$ cat src/rtl/vga_pkg.sv
// Shared VGA timing constants, RGB field layout and sync polarity values
// for the pixel output path. Defaults describe 640x480 @ 60 Hz.
package vga_pkg;

    // 640x480@60 horizontal timing, in pixel clocks
    localparam int DEF_H_ACTIVE = 640;
    localparam int DEF_H_FP     = 16;
    localparam int DEF_H_SYNC   = 96;
    localparam int DEF_H_BP     = 48;

    // 640x480@60 vertical timing, in lines
    localparam int DEF_V_ACTIVE = 480;
    localparam int DEF_V_FP     = 10;
    localparam int DEF_V_SYNC   = 2;
    localparam int DEF_V_BP     = 33;

    localparam int DEF_H_TOTAL = DEF_H_ACTIVE + DEF_H_FP + DEF_H_SYNC + DEF_H_BP;
    localparam int DEF_V_TOTAL = DEF_V_ACTIVE + DEF_V_FP + DEF_V_SYNC + DEF_V_BP;

    // A pixel occupies the low 12 bits of a FIFO word as R:G:B, 4 bits each
    localparam int PIX_W = 12;
    localparam int R_MSB = 11;
    localparam int R_LSB = 8;
    localparam int G_MSB = 7;
    localparam int G_LSB = 4;
    localparam int B_MSB = 3;
    localparam int B_LSB = 0;

    // Sync pulse polarity: the level driven while the pulse is asserted
    localparam logic SYNC_ACTIVE_LOW  = 1'b0;
    localparam logic SYNC_ACTIVE_HIGH = 1'b1;
    localparam logic DEF_HS_POL       = SYNC_ACTIVE_LOW;
    localparam logic DEF_VS_POL       = SYNC_ACTIVE_LOW;

    typedef struct packed {
        logic [3:0] r;
        logic [3:0] g;
        logic [3:0] b;
    } rgb_t;

    // Splits the low pixel bits of a FIFO word into colour channels
    function automatic rgb_t unpack_pixel(input logic [PIX_W-1:0] word);
        rgb_t p;
        p.r = word[R_MSB:R_LSB];
        p.g = word[G_MSB:G_LSB];
        p.b = word[B_MSB:B_LSB];
        return p;
    endfunction

endpackage

$ cat src/rtl/vga_axis_counter.sv
// One raster axis (horizontal or vertical): a wrapping position counter
// with decoded active-region and sync-window flags. The wrap output is
// used to advance the next axis.
module vga_axis_counter
    import vga_pkg::*;
#(
    parameter int ACTIVE = DEF_H_ACTIVE,
    parameter int FP     = DEF_H_FP,
    parameter int SYNC   = DEF_H_SYNC,
    parameter int BP     = DEF_H_BP,
    localparam int TOTAL = ACTIVE + FP + SYNC + BP,
    localparam int W     = $clog2(TOTAL)
) (
    input  logic         clk,
    input  logic         reset,
    input  logic         inc,
    input  logic         clr,
    output logic [W-1:0] cnt,
    output logic         active,
    output logic         sync,
    output logic         wrap
);

    localparam logic [W-1:0] LAST     = W'(TOTAL - 1);
    localparam logic [W-1:0] ACT_END  = W'(ACTIVE);
    localparam logic [W-1:0] SYNC_BEG = W'(ACTIVE + FP);
    localparam logic [W-1:0] SYNC_END = W'(ACTIVE + FP + SYNC);

    logic [W-1:0] cnt_q;
    logic [W-1:0] cnt_d;

    // Next position: clear has priority, otherwise advance and wrap at the end
    always_comb begin
        cnt_d = cnt_q;
        if (clr) begin
            cnt_d = '0;
        end else if (inc) begin
            cnt_d = (cnt_q == LAST) ? '0 : cnt_q + W'(1);
        end
    end

    // Position register, cleared asynchronously
    always_ff @(posedge clk or negedge reset) begin
        if (!reset) begin
            cnt_q <= '0;
        end else begin
            cnt_q <= cnt_d;
        end
    end

    assign cnt    = cnt_q;
    assign active = (cnt_q < ACT_END);
    assign sync   = (cnt_q >= SYNC_BEG) && (cnt_q < SYNC_END);
    assign wrap   = inc && (cnt_q == LAST);

endmodule

$ cat src/rtl/vga_pixel_out.sv
// VGA raster generator and DAC output stage. Pops one show-ahead FIFO word
// per active pixel, registers sync/colour/de, and keeps a sticky flag for
// FIFO underflow during active video (the raster never stalls).
module vga_pixel_out
    import vga_pkg::*;
#(
    parameter int   D_W      = 32,
    parameter int   H_ACTIVE = DEF_H_ACTIVE,
    parameter int   H_FP     = DEF_H_FP,
    parameter int   H_SYNC   = DEF_H_SYNC,
    parameter int   H_BP     = DEF_H_BP,
    parameter int   V_ACTIVE = DEF_V_ACTIVE,
    parameter int   V_FP     = DEF_V_FP,
    parameter int   V_SYNC   = DEF_V_SYNC,
    parameter int   V_BP     = DEF_V_BP,
    parameter logic HS_POL   = DEF_HS_POL,
    parameter logic VS_POL   = DEF_VS_POL
) (
    input  logic           clk,
    input  logic           reset,
    input  logic           en,
    input  logic [D_W-1:0] fifo_data,
    input  logic           fifo_empty,
    output logic           fifo_re,
    input  logic           underflow_clr,
    output logic           hsync,
    output logic           vsync,
    output logic           de,
    output logic [3:0]     r,
    output logic [3:0]     g,
    output logic [3:0]     b,
    output logic           frame_start,
    output logic           underflow
);

    localparam int H_TOTAL = H_ACTIVE + H_FP + H_SYNC + H_BP;
    localparam int V_TOTAL = V_ACTIVE + V_FP + V_SYNC + V_BP;
    localparam int H_W     = $clog2(H_TOTAL);
    localparam int V_W     = $clog2(V_TOTAL);

    logic [H_W-1:0] h_cnt;
    logic [V_W-1:0] v_cnt;
    logic           h_active, h_sync, h_wrap;
    logic           v_active, v_sync, v_wrap;
    logic           active, hs_act, vs_act, pop;

    logic           de_q, de_d;
    rgb_t           rgb_q, rgb_d;
    logic           hsync_q, hsync_d;
    logic           vsync_q, vsync_d;
    logic           frame_start_q, frame_start_d;
    logic           underflow_q, underflow_d;

    // Upper FIFO bits carry no pixel data; the vertical wrap is not needed
    logic           unused_bits;
    assign unused_bits = ^{fifo_data[D_W-1:PIX_W], v_wrap};

    vga_axis_counter #(
        .ACTIVE (H_ACTIVE),
        .FP     (H_FP),
        .SYNC   (H_SYNC),
        .BP     (H_BP)
    ) u_h_axis (
        .clk    (clk),
        .reset  (reset),
        .inc    (en),
        .clr    (!en),
        .cnt    (h_cnt),
        .active (h_active),
        .sync   (h_sync),
        .wrap   (h_wrap)
    );

    vga_axis_counter #(
        .ACTIVE (V_ACTIVE),
        .FP     (V_FP),
        .SYNC   (V_SYNC),
        .BP     (V_BP)
    ) u_v_axis (
        .clk    (clk),
        .reset  (reset),
        .inc    (h_wrap),
        .clr    (!en),
        .cnt    (v_cnt),
        .active (v_active),
        .sync   (v_sync),
        .wrap   (v_wrap)
    );

    assign active  = en && h_active && v_active;
    assign hs_act  = en && h_sync;
    assign vs_act  = en && v_sync;
    assign pop     = active && !fifo_empty;
    assign fifo_re = pop;

    // Next values for the output stage; a starved active pixel goes out black
    always_comb begin
        de_d          = active;
        rgb_d         = pop ? unpack_pixel(fifo_data[PIX_W-1:0]) : '0;
        hsync_d       = hs_act ? HS_POL : ~HS_POL;
        vsync_d       = vs_act ? VS_POL : ~VS_POL;
        frame_start_d = en && (h_cnt == '0) && (v_cnt == '0);
        underflow_d   = (active && fifo_empty) || (underflow_q && !underflow_clr);
    end

    // Output register stage, lagging the raster counters by one clock
    always_ff @(posedge clk or negedge reset) begin
        if (!reset) begin
            de_q          <= 1'b0;
            rgb_q         <= '0;
            hsync_q       <= ~HS_POL;
            vsync_q       <= ~VS_POL;
            frame_start_q <= 1'b0;
            underflow_q   <= 1'b0;
        end else begin
            de_q          <= de_d;
            rgb_q         <= rgb_d;
            hsync_q       <= hsync_d;
            vsync_q       <= vsync_d;
            frame_start_q <= frame_start_d;
            underflow_q   <= underflow_d;
        end
    end

    assign de          = de_q;
    assign r           = rgb_q.r;
    assign g           = rgb_q.g;
    assign b           = rgb_q.b;
    assign hsync       = hsync_q;
    assign vsync       = vsync_q;
    assign frame_start = frame_start_q;
    assign underflow   = underflow_q;

endmodule

$ cat config.mk
export PLATFORM = sky130hd
export DESIGN_NAME = vga_pixel_out
export DESIGN_NICKNAME = d
export VERILOG_FILES = /design/src/rtl/vga_pkg.sv /design/src/rtl/vga_axis_counter.sv /design/src/rtl/vga_pixel_out.sv
export SDC_FILE = /design/constraint.sdc
export NUM_CORES = 1
export LEC_CHECK = 0
export CAP_MARGIN = 20
export CORE_UTILIZATION = 40
export CTS_BUF_LIST = sky130_fd_sc_hd__clkbuf_4 sky130_fd_sc_hd__clkbuf_8
export CTS_CLUSTER_SIZE = 20
export DETAILED_ROUTE_END_ITERATION = 8
export GPL_ROUTABILITY_DRIVEN = 0
export GPL_TIMING_DRIVEN = 1
export PLACE_DENSITY = 0.71
export SLEW_MARGIN = 5
export SYNTH_ARGS = -nofsm -noshare
export SYNTH_HDL_FRONTEND = slang
export SYNTH_SLANG_ARGS = --single-unit
$ cat constraint.sdc
create_clock -name clk -period 3.8 [get_ports clk]
set_input_delay 0.38 -clock clk [delete_from_list [all_inputs] [get_ports clk]]
set_output_delay 0.38 -clock clk [all_outputs]
set_load 0.02 [all_outputs]
==> results of run 1 <==
layout make-up:
| class | count | share of cell area |
|---|---|---|
| clock buffer | 5 | 0.0306 |
| multi-input combinational | 109 | 0.319 |
| inverter | 12 | 0.0200 |
| sequential | 37 | 0.412 |
| clock inverter | 3 | 0.0289 |
| timing repair buffer | 37 | 0.161 |
| tap | 50 | 0.0278 |
synth_stat cells, types with 2 or more instances:
library cell	count	share of area
clkbuf_1	2	0.0043
nor4_1	3	0.011
nor3_1	4	0.012
a31oi_1	2	0.0072
and3_1	2	0.0072
xor2_1	5	0.025
clkbuf_2	2	0.0058
or4_1	4	0.017
nand3_1	7	0.020
nor2_1	9	0.020
ha_1	4	0.029
dfrtp_1	35	0.51
or3_1	4	0.014
dfstp_2	2	0.030
nand4_1	6	0.022
o21ai_0	10	0.029
xnor2_1	3	0.015
and4_1	2	0.010
nor4b_1	2	0.010
and2_1	14	0.051
nand2_1	8	0.017
a21oi_1	4	0.012
inv_1	12	0.026
o31ai_1	3	0.013
sequential cells by signal (all words and copies together) (netlist names):
register	flops
r	4
de	1
frame_start	1
g	4
vsync	1
b	4
underflow	1
hsync	1
u_v_axis.cnt	10
u_h_axis.cnt	10
power by group through the flow:
stage / clock, W / sequential (W) / combinational, W
2_1_floorplan: 0 / 0.000437 / 0.0000303
6_report: 0.000397 / 0.000417 / 0.000101
4_1_cts: 0.000406 / 0.000417 / 0.000103
5_1_grt: 0.000422 / 0.000420 / 0.000112
3_5_place_dp: 0 / 0.000425 / 0.000102
3_3_place_gp: 0 / 0.000424 / 0.000100
logic make-up (layout without fill, tap and decap cells):
| family | after synthesis | count (layout) | synth area share |
|---|---|---|---|
| AND/OR/NAND/NOR | 70 | 70 | 0.245 |
| buffers and inverters | 18 | 57 | 0.0456 |
| adder cells (fa/ha/maj) | 4 | 4 | 0.0290 |
| flip-flops | 37 | 37 | 0.538 |
| XOR/XNOR | 8 | 8 | 0.0406 |
| AO/OA/AOI/OAI | 26 | 26 | 0.0957 |
| multiplexers | 1 | 1 | 0.00652 |
stage by stage:
step | hold WS (ns) | power, W | worst slack (ns)
after floorplan | 0.0844 | 0.000468 | 1.93
final | 0.502 | 0.000916 | 1.22
after CTS | 0.512 | 0.000926 | 1.18
after global placement | 0.489 | 0.000525 | 1.24
after detailed placement | 0.498 | 0.000527 | 1.20
after global routing | 0.536 | 0.000953 | 1.12
routing by layer:
| layer | track usage | up-vias |
|---|---|---|
| met5 | 0 | - |
| met4 | 0.104 | 0 |
| met3 | 0.0355 | 5 |
| met2 | 0.280 | 47 |
| met1 | 0.220 | 636 |
| li1 | - | 660 |
worst paths after layout:
kind                                  from         endpoint  slack [ns]  cells past startpoint
setup / recovery                        en          fifo_re        1.22                      5
hold / removal                       reset  u_v_axis.cnt[4]        0.50                      2
setup reg to reg           u_v_axis.cnt[1]  u_v_axis.cnt[8]        1.71                      6
hold reg to reg            u_h_axis.cnt[0]  u_h_axis.cnt[0]        0.52                      1
max in group asynchronous            reset            vsync        2.95                      2
min in group clk           u_h_axis.cnt[0]  u_h_axis.cnt[0]        0.52                      1
==> flow_metrics.tcl, run 1 <==
set metrics [dict create \
    stdcell_area_sq_um 2250 \
    tightest_slew_ns 0.712 \
    synth_cell_types 39 \
    synth_ff_type "dfrtp_1" \
    synth_nets 205 \
    seqCellArea_sq_um 928 \
    finalSetupTns_ns 0 \
    dieArea_sq_um 4580 \
    setup-violations-final 0 \
    skew_ns 0.00786 \
    switching_share 0.213 \
    cp_slowest_cell "clkdlybuf4s50_1" \
    grt_usage 0.176 \
    worstPathRequired_ns 3.42 \
    switchingPower_w 0.000195 \
    max_stage_delay_ns 0.62 \
    crit_path_start_kind "input pin" \
    status "finished clean" \
    leakage_nw 0.942 \
    slew_violations 0 \
    ant_nets 0 \
    overflow 0 \
    final_core_util 0.551 \
    seqPwrFrac 0.456 \
    layout_common_cells "dfrtp_1, clkdlybuf4s50_1, and2_1" \
    relSlewSlack 0.519 \
    synth-seq-cells 37 \
    n_antenna_cell 0 \
    met2_wirelength_um 1760 \
    cts_tree "yes" \
    cts_resized 0 \
    timing.fmax_mhz 388 \
    irDropWorstVdd_v 0.000160 \
    min_period_over_period 0.679 \
    coreArea_sq_um 4090 \
    top_layer "met4" \
    path_max_fanout 13 \
    hp-class "input pin to async pin" \
    dpl-instance-area_sq_um 2120 \
    grt_first_pass_wirelength_um 5800 \
    dr_wl_met3_um 216 \
    instances_no_fill 253 \
    critical_path_class "input pin to output pin" \
    clock-sinks 37 \
    clk_pin_slew_worst_paths_ns 0.07 \
    avgSynthCellArea_sq_um 10.5 \
    dp_hpwl_um 2580 \
    vias 1348 \
    critPathBufInv 3 \
    grt_pass1_vias 1302 \
    placedCellCount 245 \
    post_cts_buffers 0 \
    cp.arrival_ns 2.20 \
    portBuffers 34 \
    die_h_um 67.7 \
    crit_path_end_kind "output pin" \
    cp_cell_sequence "clkdlybuf4s50_1 -> and4_1 -> nor2b_1 -> buf_4 -> clkdlybuf4s50_1" \
    layout-drive-gt1-share 0.0788 \
    io-pin-count 55 \
    synth_edf_count 0 \
    initial_utilization 0.423 \
    multiInputGateArea_sq_um 719 \
    drc 0 \
    n_fill_cell 352 \
    die-width_um 67.7 \
    hold_violations 0 \
    area_growth_pct 30.4 \
    yosysWarnings 0 \
    cts_inserted_buffers 5 \
    rows 23 \
    antenna_found_initial 0 \
    drt_iter0_drc 80 \
    cts-htree-levels 2 \
    nNetsFinal 243 \
    insertion_delay_ns 0.29 \
    combPwrFrac 0.110 \
    synthCells 164 \
    drv_cap 0 \
    pwr-share-clk 0.434 \
    drt-met1-wl_um 1620 \
    cts_root_buf "clkbuf_8" \
    rsz0062_at_grt "false" \
    grt_max_degree 38 \
    power.density_nw_per_um2 407 \
    p_int_w 0.000721 \
    drt_pass1_iterations 4 \
    routed_wl_um 3650 \
    layout_commonest_cell "dfrtp_1" \
    cp_top_family "buffers and inverters" \
    cts_hold_buf 0 \
    yosysSeqAreaShare 0.538 \
    clk_path_buf_depth 2 \
    post_drt_wl_per_cell_um 14.4 \
    final.min_clock_period_ns 2.58 \
    crit_path_frequent_cell "clkdlybuf4s50_1" \
    synthArstFlopShare 1.00 \
    viasPerCell 5.33 \
    netlist_area_sq_um 1730 \
]
No activity file was read; power rests on OpenSTA's default activity.
==> run 2: changes to the inputs <==
--- a/config.mk
+++ b/config.mk
@@ -12,7 +12,7 @@
 export DETAILED_ROUTE_END_ITERATION = 8
 export GPL_ROUTABILITY_DRIVEN = 0
 export GPL_TIMING_DRIVEN = 1
-export PLACE_DENSITY = 0.71
+export PLACE_DENSITY = 0.73
 export SLEW_MARGIN = 5
 export SYNTH_ARGS = -nofsm -noshare
 export SYNTH_HDL_FRONTEND = slang
==> constraint.sdc (replaced) <==
create_clock -name clk -period 2.2 [get_ports clk]
set_input_delay 0.22 -clock clk [delete_from_list [all_inputs] [get_ports clk]]
set_output_delay 0.22 -clock clk [all_outputs]
set_load 0.02 [all_outputs]
==> run 2 against run 1 <==
Sequential power rose by 73%; clock power up 18%; via count increased by 2.2%; combinational power increased by 71%; critical endpoint is now u_v_axis.cnt[5]; total power is 49% higher; highest routed layer unchanged; critical path type is now register to register.
==> flow_metrics.tcl, run 2 (same netlist as run 1, synthesis figures left out) <==
set metrics [dict create \
    top_layer "met4" \
    relSlewSlack 0.469 \
    power.density_nw_per_um2 608 \
    dr_wl_met3_um 310 \
    n_antenna_cell 0 \
    drt-met1-wl_um 1670 \
    critPathBufInv 0 \
    cp-endpoint "u_v_axis.cnt[5]" \
    routed_wl_um 3600 \
    cp_slowest_cell "or4_1" \
    drt_iter0_drc 78 \
    seqPwrFrac 0.530 \
    multiInputGateArea_sq_um 719 \
    timing.fmax_mhz 489 \
    tightest_slew_ns 0.797 \
    grt_first_pass_wirelength_um 6110 \
    min_period_over_period 0.929 \
    portBuffers 34 \
    cp_cell_sequence "ha_1 -> nand4_1 -> or3_1 -> or4_1 -> o21ai_0" \
    rsz0062_at_grt "false" \
    status "finished clean" \
    cts_inserted_buffers 5 \
    clock-sinks 37 \
    max_stage_delay_ns 0.53 \
    slew_violations 0 \
    switching_share 0.248 \
    grt_max_degree 38 \
    io-pin-count 55 \
    grt_pass1_vias 1339 \
    ant_nets 0 \
    combPwrFrac 0.127 \
    pwr-share-clk 0.343 \
    dp_worst_setup_slack_ns 0.169 \
    layout-drive-gt1-share 0.110 \
    leakage_nw 0.956 \
    setup_slack_ns 0.156 \
    rrSetupSlack_ns 0.16 \
    hold_violations 0 \
    viasPerCell 5.32 \
    cts_tree "yes" \
    grt_usage 0.184 \
    r2r_cells 5 \
    seqCellArea_sq_um 928 \
    area_growth_pct 29.9 \
    cp_top_family "simple AND/OR/NAND/NOR gates" \
    switchingPower_w 0.000338 \
    cts-htree-levels 2 \
    finalSetupTns_ns 0 \
    crit_path_start_kind "register" \
    cts_root_buf "clkbuf_8" \
    layout_commonest_cell "dfrtp_1" \
    dp_hpwl_um 2540 \
    reg2reg_from "u_h_axis.cnt[0]" \
    r2r-end "u_v_axis.cnt[5]" \
    n_fill_cell 364 \
    initial_utilization 0.423 \
    insertion_delay_ns 0.29 \
    antenna_found_initial 0 \
    drt_pass1_iterations 4 \
    post_drt_wl_per_cell_um 13.9 \
    skew_ns 0.00635 \
    clk_path_buf_depth 2 \
    setup-violations-final 0 \
    nNetsFinal 249 \
    cp.depth 5 \
    drc 0 \
    worstPathRequired_ns 2.40 \
    overflow 0 \
    cp.arrival_ns 2.25 \
    vias 1377 \
    irDropWorstVdd_v 0.000260 \
    final_core_util 0.549 \
    rows 23 \
    path_max_fanout 8 \
    drv_cap 0 \
    clk_pin_slew_worst_paths_ns 0.07 \
    crit_path_end_kind "register" \
    layout_common_cells "dfrtp_1, clkdlybuf4s50_1, and2_1" \
    hp-class "input pin to async pin" \
    coreArea_sq_um 4090 \
    final.min_clock_period_ns 2.04 \
    critical_path_class "register to register" \
    met2_wirelength_um 1550 \
    post_cts_buffers 0 \
    dieArea_sq_um 4580 \
    crit_path_start "u_h_axis.cnt[0]" \
    die_h_um 67.7 \
    die-width_um 67.7 \
    p_int_w 0.00103 \
]
## run 2: per-layer routing
layer / GRT usage / vias to the layer above
met5: 0 / -
met4: 0.0957 / 0
met3: 0.0405 / 5
met2: 0.290 / 56
met1: 0.233 / 648
li1: - / 668
## run 2: worst min path at each step
stage                       end  slack [ns]  cells past startpoint
floorplan                  b[0]       -0.08                      0
global placement    frame_start        0.35                      1
detailed placement  frame_start        0.36                      1
CTS                 frame_start        0.05                      1
global route        frame_start        0.09                      1
finish              frame_start       0.008                      1
## run 2: timing repair
action,CTS,global route
resized for setup,1,0
hold buffers,0,0
endpoints found under the setup margin,1,0
hold endpoints to repair,0,0
## run 2: stage by stage
stage	area [sq um]	instances	hold WS, ns	power [W]
after floorplan	1730	164	-0.0756	0.000808
after global placement	2160	251	0.355	0.000907
after detailed placement	2160	251	0.364	0.000911
after CTS	2240	259	0.0455	0.00138
after global routing	2240	259	0.0860	0.00144
final	2240	259	0.00797	0.00136
## run 2: power groups by stage
stage	Sequential [W]	Clock, W	Combinational [W]
3_5_place_dp	0.000735	0	0.000176
2_1_floorplan	0.000756	0	0.0000523
4_1_cts	0.000722	0.000479	0.000176
6_report	0.000722	0.000468	0.000173
3_3_place_gp	0.000733	0	0.000175
5_1_grt	0.000726	0.000520	0.000192
## run 2: layout make-up
cell class / count / area share
sequential: 37 / 0.414
clock buffer: 6 / 0.0340
multi-input combinational: 109 / 0.321
tap: 50 / 0.0279
clock inverter: 2 / 0.00446
inverter: 12 / 0.0201
timing repair buffer: 43 / 0.179
